$ cat src/rtl/rle_pkg.sv
// Shared types and sizing helpers for the run-length bit unpacker.
package rle_pkg;

    typedef enum logic [1:0] {
        IDLE,
        RUN,
        FLUSH,
        DONE
    } state_t;

    localparam int OUT_W_DFLT = 8;
    localparam int FILL_W     = $clog2(OUT_W_DFLT) + 1;

    function automatic int fill_w(input int w);
        return $clog2(w) + 1;
    endfunction

endpackage

$ cat src/rtl/rle_out_slot.sv
// Single-entry valid/ready holding register for decoded words.
module rle_out_slot
    import rle_pkg::*;
#(
    parameter int DATA_W = OUT_W_DFLT,
    parameter int NB_W   = FILL_W,
    parameter int IDX_W  = 32
) (
    input  logic              clk,
    input  logic              rst,
    input  logic              clr,
    input  logic              load,
    input  logic [DATA_W-1:0] ld_data,
    input  logic [NB_W-1:0]   ld_nbits,
    input  logic [IDX_W-1:0]  ld_idx,
    input  logic              ld_last,
    input  logic              ready,
    output logic              free,
    output logic              valid,
    output logic [DATA_W-1:0] data,
    output logic [NB_W-1:0]   nbits,
    output logic [IDX_W-1:0]  idx,
    output logic              last
);

    // A load in the handshake cycle replaces the word with no bubble.
    assign free = !valid || ready;

    always_ff @(posedge clk or posedge rst) begin
        if (rst) begin
            valid <= 1'b0;
            data  <= '0;
            nbits <= '0;
            idx   <= '0;
            last  <= 1'b0;
        end else if (clr) begin
            valid <= 1'b0;
            data  <= '0;
            nbits <= '0;
            idx   <= '0;
            last  <= 1'b0;
        end else if (load) begin
            valid <= 1'b1;
            data  <= ld_data;
            nbits <= ld_nbits;
            idx   <= ld_idx;
            last  <= ld_last;
        end else if (ready) begin
            valid <= 1'b0;
        end
    end

endmodule

$ cat src/rtl/rle_stream_unpacker.sv
// Run-length token expander: one bit per cycle into MSB-first words.
module rle_stream_unpacker
    import rle_pkg::*;
#(
    parameter int RUN_W = 3,
    parameter int OUT_W = 8,
    parameter int IDX_W = 32
) (
    input  logic                   clk,
    input  logic                   rst,
    input  logic                   work,
    input  logic                   in_valid,
    output logic                   in_ready,
    input  logic                   in_bit,
    input  logic [RUN_W-1:0]       in_len,
    input  logic                   in_last,
    output logic                   out_valid,
    input  logic                   out_ready,
    output logic [OUT_W-1:0]       out_data,
    output logic [$clog2(OUT_W):0] out_nbits,
    output logic [IDX_W-1:0]       out_byte_idx,
    output logic                   out_last,
    output logic [$clog2(OUT_W):0] bit_idx,
    output logic                   done
);

    localparam int FW = fill_w(OUT_W);
    localparam int AW = $clog2(OUT_W);

    state_t           state_q, state_d;
    logic [RUN_W-1:0] rem_q, rem_d;
    logic             val_q, val_d;
    logic             lp_q, lp_d;
    logic [FW-1:0]    fill_q, fill_d;
    logic [OUT_W-1:0] asm_q, asm_d;
    logic [IDX_W-1:0] cnt_q, cnt_d;

    logic             ld, clr, free;
    logic [OUT_W-1:0] ld_data;
    logic [FW-1:0]    ld_nbits;
    logic             ld_last;
    logic             last_bit, full;
    logic [AW-1:0]    pos;

    always_ff @(posedge clk or posedge rst) begin
        if (rst) begin
            state_q <= IDLE;
            rem_q   <= '0;
            val_q   <= 1'b0;
            lp_q    <= 1'b0;
            fill_q  <= '0;
            asm_q   <= '0;
            cnt_q   <= '0;
        end else begin
            state_q <= state_d;
            rem_q   <= rem_d;
            val_q   <= val_d;
            lp_q    <= lp_d;
            fill_q  <= fill_d;
            asm_q   <= asm_d;
            cnt_q   <= cnt_d;
        end
    end

    always_comb begin
        state_d  = state_q;
        rem_d    = rem_q;
        val_d    = val_q;
        lp_d     = lp_q;
        fill_d   = fill_q;
        asm_d    = asm_q;
        cnt_d    = cnt_q;
        in_ready = 1'b0;
        ld       = 1'b0;
        clr      = 1'b0;
        ld_data  = asm_q;
        ld_nbits = fill_q;
        ld_last  = 1'b0;
        last_bit = lp_q && (rem_q == RUN_W'(1));
        full     = (fill_q == FW'(OUT_W - 1));
        pos      = AW'(OUT_W - 1 - int'(fill_q));

        unique case (state_q)
            IDLE: begin
                if (work) state_d = RUN;
            end
            RUN: begin
                if (rem_q != '0) begin
                    if (!full) begin
                        asm_d[pos] = val_q;
                        fill_d     = fill_q + FW'(1);
                        rem_d      = rem_q - RUN_W'(1);
                    end else if (free) begin
                        // Final bit goes straight into the word.
                        ld       = 1'b1;
                        ld_data  = {asm_q[OUT_W-1:1], val_q};
                        ld_nbits = FW'(OUT_W);
                        ld_last  = last_bit;
                        asm_d    = '0;
                        fill_d   = '0;
                        cnt_d    = cnt_q + IDX_W'(1);
                        rem_d    = rem_q - RUN_W'(1);
                        if (last_bit) state_d = DONE;
                    end
                end else if (lp_q) begin
                    state_d = FLUSH;
                end else begin
                    in_ready = 1'b1;
                    if (in_valid) begin
                        rem_d = in_len;
                        val_d = in_bit;
                        lp_d  = in_last;
                    end
                end
            end
            FLUSH: begin
                if (free) begin
                    ld      = 1'b1;
                    ld_last = 1'b1;
                    asm_d   = '0;
                    fill_d  = '0;
                    cnt_d   = cnt_q + IDX_W'(1);
                    state_d = DONE;
                end
            end
            DONE: begin
            end
        endcase

        // Dropping work discards everything in flight.
        if (state_q != IDLE && !work) begin
            state_d  = IDLE;
            clr      = 1'b1;
            ld       = 1'b0;
            in_ready = 1'b0;
            rem_d    = '0;
            val_d    = 1'b0;
            lp_d     = 1'b0;
            fill_d   = '0;
            asm_d    = '0;
            cnt_d    = '0;
        end
    end

    rle_out_slot #(
        .DATA_W (OUT_W),
        .NB_W   (FW),
        .IDX_W  (IDX_W)
    ) u_slot (
        .clk      (clk),
        .rst      (rst),
        .clr      (clr),
        .load     (ld),
        .ld_data  (ld_data),
        .ld_nbits (ld_nbits),
        .ld_idx   (cnt_q),
        .ld_last  (ld_last),
        .ready    (out_ready),
        .free     (free),
        .valid    (out_valid),
        .data     (out_data),
        .nbits    (out_nbits),
        .idx      (out_byte_idx),
        .last     (out_last)
    );

    assign bit_idx = fill_q;
    assign done    = (state_q == DONE);

endmodule
$ cat config.mk
export PLATFORM = sky130hd
export DESIGN_NAME = rle_stream_unpacker
export DESIGN_NICKNAME = d
export VERILOG_FILES = /design/src/rtl/rle_pkg.sv /design/src/rtl/rle_out_slot.sv /design/src/rtl/rle_stream_unpacker.sv
export SDC_FILE = /design/constraint.sdc
export NUM_CORES = 1
export LEC_CHECK = 0
export BUFFER_PORTS_ARGS = -buffer_cell sky130_fd_sc_hd__buf_2
export CAP_MARGIN = 15
export CORE_AREA = 4 4 102 104
export DETAILED_ROUTE_END_ITERATION = 8
export DIE_AREA = 0 0 106 108
export PLACE_DENSITY = 0.78
export SYNTH_ARGS = -nofsm -noshare
export SYNTH_HDL_FRONTEND = slang
export SYNTH_HIERARCHICAL = 1
export SYNTH_SLANG_ARGS = --single-unit
$ cat constraint.sdc
create_clock -name clk -period 3.1 [get_ports clk]
set_clock_uncertainty 0.05 [all_clocks]
set_input_delay 0 -clock clk [delete_from_list [all_inputs] [get_ports clk]]
set_output_delay 0 -clock clk [all_outputs]
set_load 0.05 [all_outputs]
; Yosys cells after proc, flatten, opt, wreduce, memory -nomap -nowiden
; Cells that the tools add are included.
[totals]
reg_bits = 97
latchBits = 0
ram_bits = 0
romBits = 0
in_bits = 10
out_inout_bits = 52
word_cells = 134
n_memories = 0
[classes]
addsub = 4
mul = 0
div = 0
magnitude_cmp = 2
eq_ne = 17
n_shift = 0
muxes = 77
bitwise = 0
n_reduce_logical = 22
[ops]
columns = operator, n
row1 = $mux W32, 6
row2 = $pmux W32 S2, 1
row3 = $mux W8, 6
row4 = $mux W4, 10
row5 = $add A32 B1 Y32 const B, 1
row6 = $mux W1, 32
row7 = $mux W3, 7
row8 = $mux W2, 8
row9 = $ne A4 B4 Y1 const B, 4
row10 = $pmux W8 S2, 1
row11 = $ne A3 B3 Y1 const B, 4
row12 = $reduce_bool A3 Y1, 4
row13 = $bwmux W8, 1
row14 = $pmux W4 S2, 1
row15 = $reduce_and A4 Y1, 2
row16 = $reduce_bool A2 Y1, 4
row17 = $reduce_and A7 Y1, 1
row18 = $pmux W2 S3, 1
row19 = $add A4 B1 Y4 const B, 1
row20 = $eq A2 B2 Y1 const B, 2
row21 = $eq A4 B3 Y1 const B, 1
row22 = $lt A3 B4 Y1 const B, 1
row23 = $ne A2 B1 Y1 const B, 2
row24 = $ne A4 B3 Y1 const B, 1
row25 = 15 further kinds, 20

; Depth between registers and ports, before layout
; Gate-level depths: netlist of the first run.
[logic_depth]
ltp_word = 10
depth_mapped = 11
depth_no_buf = 8

; Modules after synthesis
; The synthesis of the first run kept the hierarchy.
[by_module_without_submodules]
columns = mod, instances, cells_each, area_each_um2, seq_area_each_um2
row1 = rle_stream_unpacker, 1, 364, 3183.1, 1276.2
row2 = rle_out_slot, 1, 150, 1901.8, 1151.1

; Least setup slack after synthesis of the first run
; No wires, ideal clock.
[synth_path]
kind = reg-to-reg
start = register fill_q[1] (netlist: bit_idx[1])
end = register u_slot.data[0]
arrival_ns = 2.418
required_ns = 2.918
path_slack_ns = 0.500
path_stages_with_launch = 10
path_buffers = 2
period_less_slack_ns = 2.600
cell_sequence = dfrtp_1 ha_1 nand3b_4 nor3_1 a21oi_1 nor2b_1 buf_6 buf_12 mux2i_1 nor2_1
[synth_between]
elab_chain_cells = 6
elab_cells_between_ends = 11
classes_between = eq/ne (1) / mux (9) / reduce/logical (1)
[synth_rtl]
columns = element, line_no
row1 = from (decl), rle_stream_unpacker.sv:34  ; logic [FW-1:0] fill_q, fill_d;
row2 = from (signal assigned), rle_stream_unpacker.sv:59  ; fill_q <= fill_d;
row3 = $eq A4 B3 Y1, rle_stream_unpacker.sv:80  ; full = (fill_q == FW'(OUT_W - 1));
row4 = $mux W1, rle_stream_unpacker.sv:89  ; if (!full) begin
row5 = $mux W1, rle_stream_unpacker.sv:88  ; if (rem_q != '0) begin
row6 = $pmux W1 S2, rle_stream_unpacker.sv:83  ; unique case (state_q)
row7 = $mux W1, rle_stream_unpacker.sv:131  ; if (state_q != IDLE && !work) begin
row8 = named net ld, rle_stream_unpacker.sv:38  ; logic ld, clr, free;
row9 = $reduce_bool A2 Y1 (no source line), n/a
row10 = to (signal assigned), rle_out_slot.sv:44  ; data <= ld_data;
row11 = to (decl), rle_out_slot.sv:20  ; output logic [DATA_W-1:0] data,
; The timed path passes the listed nets, and every way through them passes these cells. The select of a mux whose other input is x is not followed.
; A chain may end at the register's enable or synchronous reset.

; Final worst setup path of the first run
[layout_path]
start = register state_q[1]
end = register cnt_q[21]
[layout_between]
elab_chain_cells = 4
elab_cells_between_ends = 10
classes_between = eq/ne (4) / mux (2) / reduce/logical (4)
[layout_rtl]
columns = element, line_no
row1 = from (decl), rle_stream_unpacker.sv:30  ; state_t state_q, state_d;
row2 = from (signal assigned), rle_stream_unpacker.sv:55  ; state_q <= state_d;
row3 = $reduce_bool A2 Y1, rle_stream_unpacker.sv:131
row4 = $logic_and A1 B1 Y1, rle_stream_unpacker.sv:131
row5 = $ne A3 B3 Y1 (no source line) or $reduce_bool A3 Y1 (tied branches), n/a
row6 = $reduce_and A3 Y1 (no source line), n/a
row7 = to (signal assigned), rle_stream_unpacker.sv:61  ; cnt_q <= cnt_d;
row8 = to (decl), rle_stream_unpacker.sv:36  ; logic [IDX_W-1:0] cnt_q, cnt_d;
; Several ways; a longest one is shown, not always the timed one.

==> run_results.csv, run 1 <==
group,metric,value,unit
logic_synthesis,ys_ff_latch,97,
cells_and_area,multi_input_area,2406,sq um
clock_tree,insertion_delay,0.37,ns
power,p_per_area,755.0,nW/um^2
clock_tree,clock_path_buffers,2,
drt,drt_first_pass_iters,5,
cells_and_area,syn2layout_area_growth,13.21,%
drt,wl,12.07,mm
global_routing,track_usage,21.93,%
drt,via_per_inst,6.001,
cells_and_area,fin_nets,592,
global_routing,grt_antenna_before_repair,0,
cells_and_area,seqCellArea,2427,sq um
floorplan,start_util,53.25,%
global_routing,gr-total-overflow,0,
clock_tree,htreeDepth,3,
place,io_buffers,61,
drt,drt_iter0_markers,223,
setup_path,slowest_delay,0.51,ns
worst_hold_path,whs_path_depth,5,
global_routing,grt_pass1_wl,20.44,mm
global_routing,grt_start_max_net_pins,55,
cells_and_area,design_area,5757,sq um
cells_and_area,final.fill_count,824,
setup_path,crit_fanout,54,
drt,dr_wl_met2,5.940,mm
run,max_cap_violations,0,
setup_path,reg2reg_slack,0.49,ns
logic_synthesis,synthesis.nets,533,
place,post-place-ws,0.5382,ns
drt,dr.max_layer_used,"met4",
floorplan,dieArea,11450,sq um
place,gp_congestion,0.9031,
floorplan,num_rows,36,
logic_synthesis,netlist_area,5085,sq um
logic_synthesis,async_flop_share,100.0,%
floorplan,dieHeight,108,um
logic_synthesis,ys.flop_type,"dfrtp_1",
clock_tree,cts_made_buffers,9,
logic_synthesis,synth.avg_cell_area,9.893,sq um
setup_path,end_kind,"flip-flop",
drt,via_count,4267,
setup_path,critPathKind,"reg2reg",
logic_synthesis,synth-seq-area-share,47.74,%
setup_path,reg2regPathDepth,8,
drt,drc,0,
drt,wl_per_cell,16.97,um
timing,finalCriticalPeriod,2.614,ns
power,p_leak,2.641,nW
drt,wirelength_met1,5.322,mm
global_routing,grt_pass1_vias,4185,
timing,fmax,0.3826,GHz
setup_path,cp_slowest_cell,"or4_1",
timing,hold_viol,0,
cells_and_area,drive_gt1_share,18.51,%
worst_hold_path,min_path_type,"in2reg",
setup_path,worstPathArrival,2.86,ns
timing,slew_headroom,34.71,%
drt,ant_nets,0,
clock_tree,clk_pin_slew,0.10,ns
clock_tree,cts_tree,"done",
timing,post-route-period-util,84.32,%
clock_tree,clkSinkCount,97,
clock_tree,cts-resized-gates,0,
timing,rsz0062_at_grt,"no",
timing,worst_slack,0.4860,ns
logic_synthesis,synth-edff-count,0,
power,vdd_drop_max,0.0003350,V
setup_path,crit_chain,"inv_1 > ha_1 > or2_1 > buf_4 > clkinv_1 > buf_12 > or4_1 > o21ai_0",
clock_tree,cts_root_buffer,"clkbuf_8",
timing,slew_violations,0,
floorplan,io-pin-count,62,
timing,setup-violations-final,0,
place,hpwlAfterDp,8.126,mm
cells_and_area,antenna_cells,0,
logic_synthesis,synthCells,514,
status,status,"finished, final reports clean",
logic_synthesis,synth_cell_types,61,
floorplan,fp.dieW,106,um
setup_path,cp.required,3.35,ns
floorplan,design.core.area,9549,sq um
place,dpl_cell_area,5435,sq um
timing,setup_tns,0,ns
drt,route.met3.wl,632,um
timing,worst_pin_slew,0.9779,ns
logic_synthesis,synth-warning-count,6,
setup_path,start_kind,"flip-flop",
worst paths after layout:
check | startpoint | to
setup / recovery | state_q[1] | cnt_q[21]
hold / removal | in_len[1] | rem_q[1]
setup reg to reg | state_q[1] | cnt_q[21]
hold reg to reg | u_slot/idx[14] | u_slot/idx[14]
max in group asynchronous | rst | u_slot/idx[10]
min in group asynchronous | rst | cnt_q[31]
layout by cell type, fill, tap and decap left out, types with 4 or more instances in the layout:
cell type      Yosys  final
and4_1             6      6
buf_4              2      5
nand4_1           13     13
o21ai_0           49     49
and3_1             4      4
clkbuf_8           0      9
mux2i_1           46     46
dlygate4sd3_1      0      6
ha_1               9      9
buf_2              7     61
or3_1              7      7
nand2_1           35     35
or4_1              9      9
mux2_2             4      4
a2bb2oi_1          4      4
a32oi_1            4      4
inv_1             13     11
a21oi_1           38     38
nor2_1            68     68
nand3_1           15     15
dfrtp_1           97     97
o31ai_1           12     12
cells in the mapped netlist (all sizes together), types with 4 or more instances:
cell type	instances	area share, %
dfrtp	97	48
nor2	69	5.1
o21ai	49	4.8
mux2i	46	9.1
a21oi	38	3.7
nand2	36	2.7
buf	19	3.4
nand4	16	2.5
nand3	15	1.5
inv	13	0.96
o31ai	12	1.8
ha	9	2.2
or3	9	1.2
or4	9	1.3
clkbuf	8	0.62
and4	6	1.0
and3	5	0.64
a2bb2oi	4	0.69
a32oi	4	0.69
mux2	4	0.89
nor2b	4	0.54
nor4	4	0.79
registers in the layout (all words and copies together) (netlist names), 2 cells and up:
name	flops
state_q	2
cnt_q	32
u_slot/idx	32
u_slot/data	8
bit_idx	4
asm_q	8
u_slot/nbits	4
rem_q	3
per-stage QoR:
step | total power, W | std cells | utilization [%] | hold WS [ns]
after global routing | 0.004606 | 711 | 60.29 | 0.02402
final | 0.004346 | 711 | 60.29 | 0.01293
after detailed placement | 0.003344 | 688 | 56.92 | 0.2287
after floorplan | 0.002980 | 514 | - | 0.09712
after global placement | 0.003292 | 688 | 56.92 | 0.2065
after CTS | 0.004350 | 710 | 60.08 | 0.01123
metal layers:
| metal | vias up | track usage (%) |
|---|---|---|
| met5 | - | 0 |
| li1 | 1984 | - |
| met3 | 14 | 4.060 |
| met4 | 0 | 7.678 |
| met2 | 143 | 36.38 |
| met1 | 2126 | 29.17 |
layout make-up:
| class | instances | share of cell area, % |
|---|---|---|
| multi-input combinational | 376 | 41.80 |
| clock inverter | 7 | 2.043 |
| sequential | 97 | 42.16 |
| inverter | 14 | 0.9128 |
| clock buffer | 9 | 2.152 |
| timing repair buffer | 75 | 8.042 |
| tap | 133 | 2.891 |
where the power goes:
part,leakage (nW),internal [W],switching [W]
clock network,0.124,0.000537,0.000459
logic,1.18,0.000587,0.00118
registers,1.33,0.00141,0.000168
cells by family (layout without fill, tap and decap cells):
kind of cell | Yosys count | after routing | share of synthesized area (%)
and+or+nand+nor | 191 | 191 | 20.01
AOI/OAI and AO/OA | 125 | 125 | 14.84
DFF | 97 | 97 | 47.74
muxes | 50 | 50 | 9.941
buffers and inverters | 41 | 105 | 5.093
adders and majority gates | 9 | 9 | 2.215
xor gates and xnor gates | 1 | 1 | 0.1723
worst max-delay path: cells and delay by family (launching register included):
kind	cells	cell delay (ns)
flip-flops	1	0.45
AND/OR/NAND/NOR	2	0.63
AO/OA/AOI/OAI	1	0.09
adder cells (fa/ha/maj)	1	0.22
buffers and inverters	4	1.08
timing repair:
action                                 4_1_cts  5_1_grt
buffers inserted                             0        0
hold buffers                                 6        0
endpoints found under the hold margin      101        0
Power figures use the tool's default switching activity.
==> inputs of run 2 (changes only) <==
CORE_AREA = 4 4 103 105   (was 4 4 102 104)
DIE_AREA = 0 0 107 109   (was 0 0 106 108)
PLACE_DENSITY = 0.8   (was 0.78)
clock period = 2.4 ns   (was 3.1 ns; I/O delays follow)
==> run 2 against run 1 <==
Wire length up 1.1%. Register-to-register slack got worse by 0.38 ns. Largest power group unchanged. Critical endpoint is now u_slot/data[1]. Hold slack got worse by 0.0016 ns. Sequential cell count stayed put. Global-route usage decreased by 0.51 points. Non-clock buffer count is 16 higher. Largest cell class unchanged. Worst setup slack got worse by 0.38 ns. Via count fell by 0.23%.
==> run_results.csv, run 2 (synthesis results as in run 1) <==
group,metric,value,unit
clock_tree,clk_pin_slew,0.09,ns
setup_path,slowest_delay,0.39,ns
global_routing,grt_pass1_vias,4048,
clock_tree,insertion_delay,0.37,ns
drt,drc,0,
place,hpwlAfterDp,8.340,mm
power,vdd_drop_max,0.0004219,V
setup_path,start_kind,"flip-flop",
cells_and_area,antenna_cells,0,
global_routing,track_usage,21.43,%
cells_and_area,final.fill_count,832,
run,max_cap_violations,0,
worst_hold_path,min_path_type,"in2reg",
floorplan,io-pin-count,62,
power,p_leak,2.700,nW
global_routing,grt_pass1_wl,20.00,mm
power,intPower,0.003134,W
drt,via_count,4257,
drt,drt_first_pass_iters,5,
clock_tree,clkSinkCount,97,
clock_tree,cts_made_buffers,9,
timing,worst_slack,0.1060,ns
drt,wl_per_cell,16.78,um
drt,ant_nets,0,
power,p_comb_share,47.0,%
cells_and_area,final_cell_mix,"dfrtp_1 (95), nor2_1 (68), buf_2 (61), o21ai_0 (49), mux2i_1 (46)",
drt,drt_iter0_markers,390,
place,post-place-ws,-0.01719,ns
floorplan,design.core.area,9639,sq um
clock_tree,cts_tree,"done",
setup_path,critPathKind,"reg2reg",
cells_and_area,fin_nets,608,
setup_path,crit_chain,"inv_1 > ha_1 > or2_1 > buf_12 > and2_1 > nor2b_4 > clkbuf_16 > mux2i_1 > nor2_1",
clock_tree,htreeDepth,3,
global_routing,grt_antenna_before_repair,0,
drt,wl,12.20,mm
floorplan,start_util,52.75,%
timing,setup-violations-final,0,
timing,worst_pin_slew,0.9816,ns
global_routing,grt_start_max_net_pins,52,
power,p_sw_share,43.05,%
setup_path,cp.required,2.61,ns
power,net-switching-power,0.002369,W
timing,hold_viol,0,
timing,finalCriticalPeriod,2.294,ns
place,gp_congestion,0.9270,
floorplan,dieArea,11660,sq um
power,total_power,0.005503,W
floorplan,dieHeight,109,um
cells_and_area,mostFrequentLayoutCell,"dfrtp_1",
setup_path,cp_slowest_cell,"dfrtp_1",
timing,post-route-period-util,95.58,%
clock_tree,clock_path_buffers,2,
place,io_buffers,61,
cells_and_area,drive_gt1_share,21.21,%
power,pwr-share-seq,35.9,%
setup_path,crit_fanout,24,
timing,fmax,0.4359,GHz
cells_and_area,top_regs,"cnt_q: 32 flops, u_slot/idx: 32 flops",
cells_and_area,syn2layout_area_growth,14.94,%
floorplan,num_rows,36,
floorplan,fp.dieW,107,um
drt,via_per_inst,5.856,
timing,slew_violations,0,
timing,slew_headroom,34.46,%
setup_path,worstPathArrival,2.50,ns
global_routing,gr-total-overflow,0,
clock_tree,cts_root_buffer,"clkbuf_8",
power,p_per_area,941.6,nW/um^2
status,status,"finished, final reports clean",
power,power_frac_clock,17.1,%
setup_path,end_kind,"flip-flop",
run 2: changes by cell type in the layout (fill, tap and decap cells not counted), moves of 2 or more:
cell	previous run	this run
clkbuf_1	0	2
bufinv_16	3	0
clkinv_2	2	4
dfrtp_2	0	2
buf_4	5	19
dfrtp_1	97	95
run 2: path summary, 6_finish.rpt:
path	start	endpoint	slack, ns	cells after the start
worst min register to register	u_slot/data[4]	u_slot/data[4]	0.47	2
max in group asynchronous	rst	u_slot/idx[5]	1.30	3
worst max-delay path	state_q[1]	u_slot/data[1]	0.11	9
min in group asynchronous	rst	cnt_q[31]	0.33	4
worst max register to register	state_q[1]	u_slot/data[1]	0.11	9
worst min-delay path	in_valid	val_q	0.01	4
run 2: power groups by stage:
stage / combinational, W / sequential [W] / clock, W
final: 0.00259 / 0.00198 / 0.000939
after global routing: 0.00281 / 0.00201 / 0.00103
after CTS: 0.00251 / 0.00197 / 0.000957
after detailed placement: 0.00249 / 0.00200 / 0
after global placement: 0.00243 / 0.00199 / 0
after floorplan: 0.00165 / 0.00220 / 0
run 2: layer usage:
layer / GRT usage, % / vias to the layer above / routed length (um)
met3: 2.664 / 20 / 587
met1: 28.19 / 2068 / 5254
met4: 8.584 / 0 / 200
met2: 36.29 / 150 / 6156
met5: 0 / - / 0
li1: - / 2019 / -
run 2: cell type report:
| cell class | instances | area, sq um | share of cell area, % |
|---|---|---|---|
| clock buffer | 11 | 131.4 | 2.248 |
| clock inverter | 5 | 32.53 | 0.5566 |
| inverter | 14 | 53.80 | 0.9206 |
| multi-input combinational | 376 | 2427 | 41.53 |
| sequential | 97 | 2430 | 41.58 |
| tap | 133 | 166.4 | 2.847 |
| timing repair buffer | 91 | 603.1 | 10.32 |
run 2: critical path: cells and delay by family, from the launching register on:
family	cells	cell delay, ns
flops	1	0.39
fa+ha+maj	1	0.21
mux	1	0.23
simple gates	4	0.74
buf+inv	3	0.56
run 2: per-stage QoR:
stage / hold slack [ns] / util [%] / std cells / TNS, ns / cell area (sq um)
6_report: 0.01136 / 60.63 / 727 / 0 / 5844
5_1_grt: 0.04427 / 60.63 / 727 / -0.01164 / 5844
4_1_cts: 0.01071 / 60.20 / 726 / 0 / 5803
3_5_place_dp: 0.1899 / 57.76 / 703 / -0.01719 / 5568
3_3_place_gp: 0.1821 / 57.76 / 703 / 0 / 5568
2_1_floorplan: 0.09712 / - / 514 / 0 / 5092
run 2: repair_timing:
| item | 4_1_cts | 5_1_grt |
|---|---|---|
| cloned | 0 | 1 |
| buffers inserted | 0 | 0 |
| hold endpoints to repair | 102 | 0 |
| setup endpoints to repair | 1 | 22 |
| gates resized for setup | 1 | 3 |
| hold buffers | 7 | 0 |
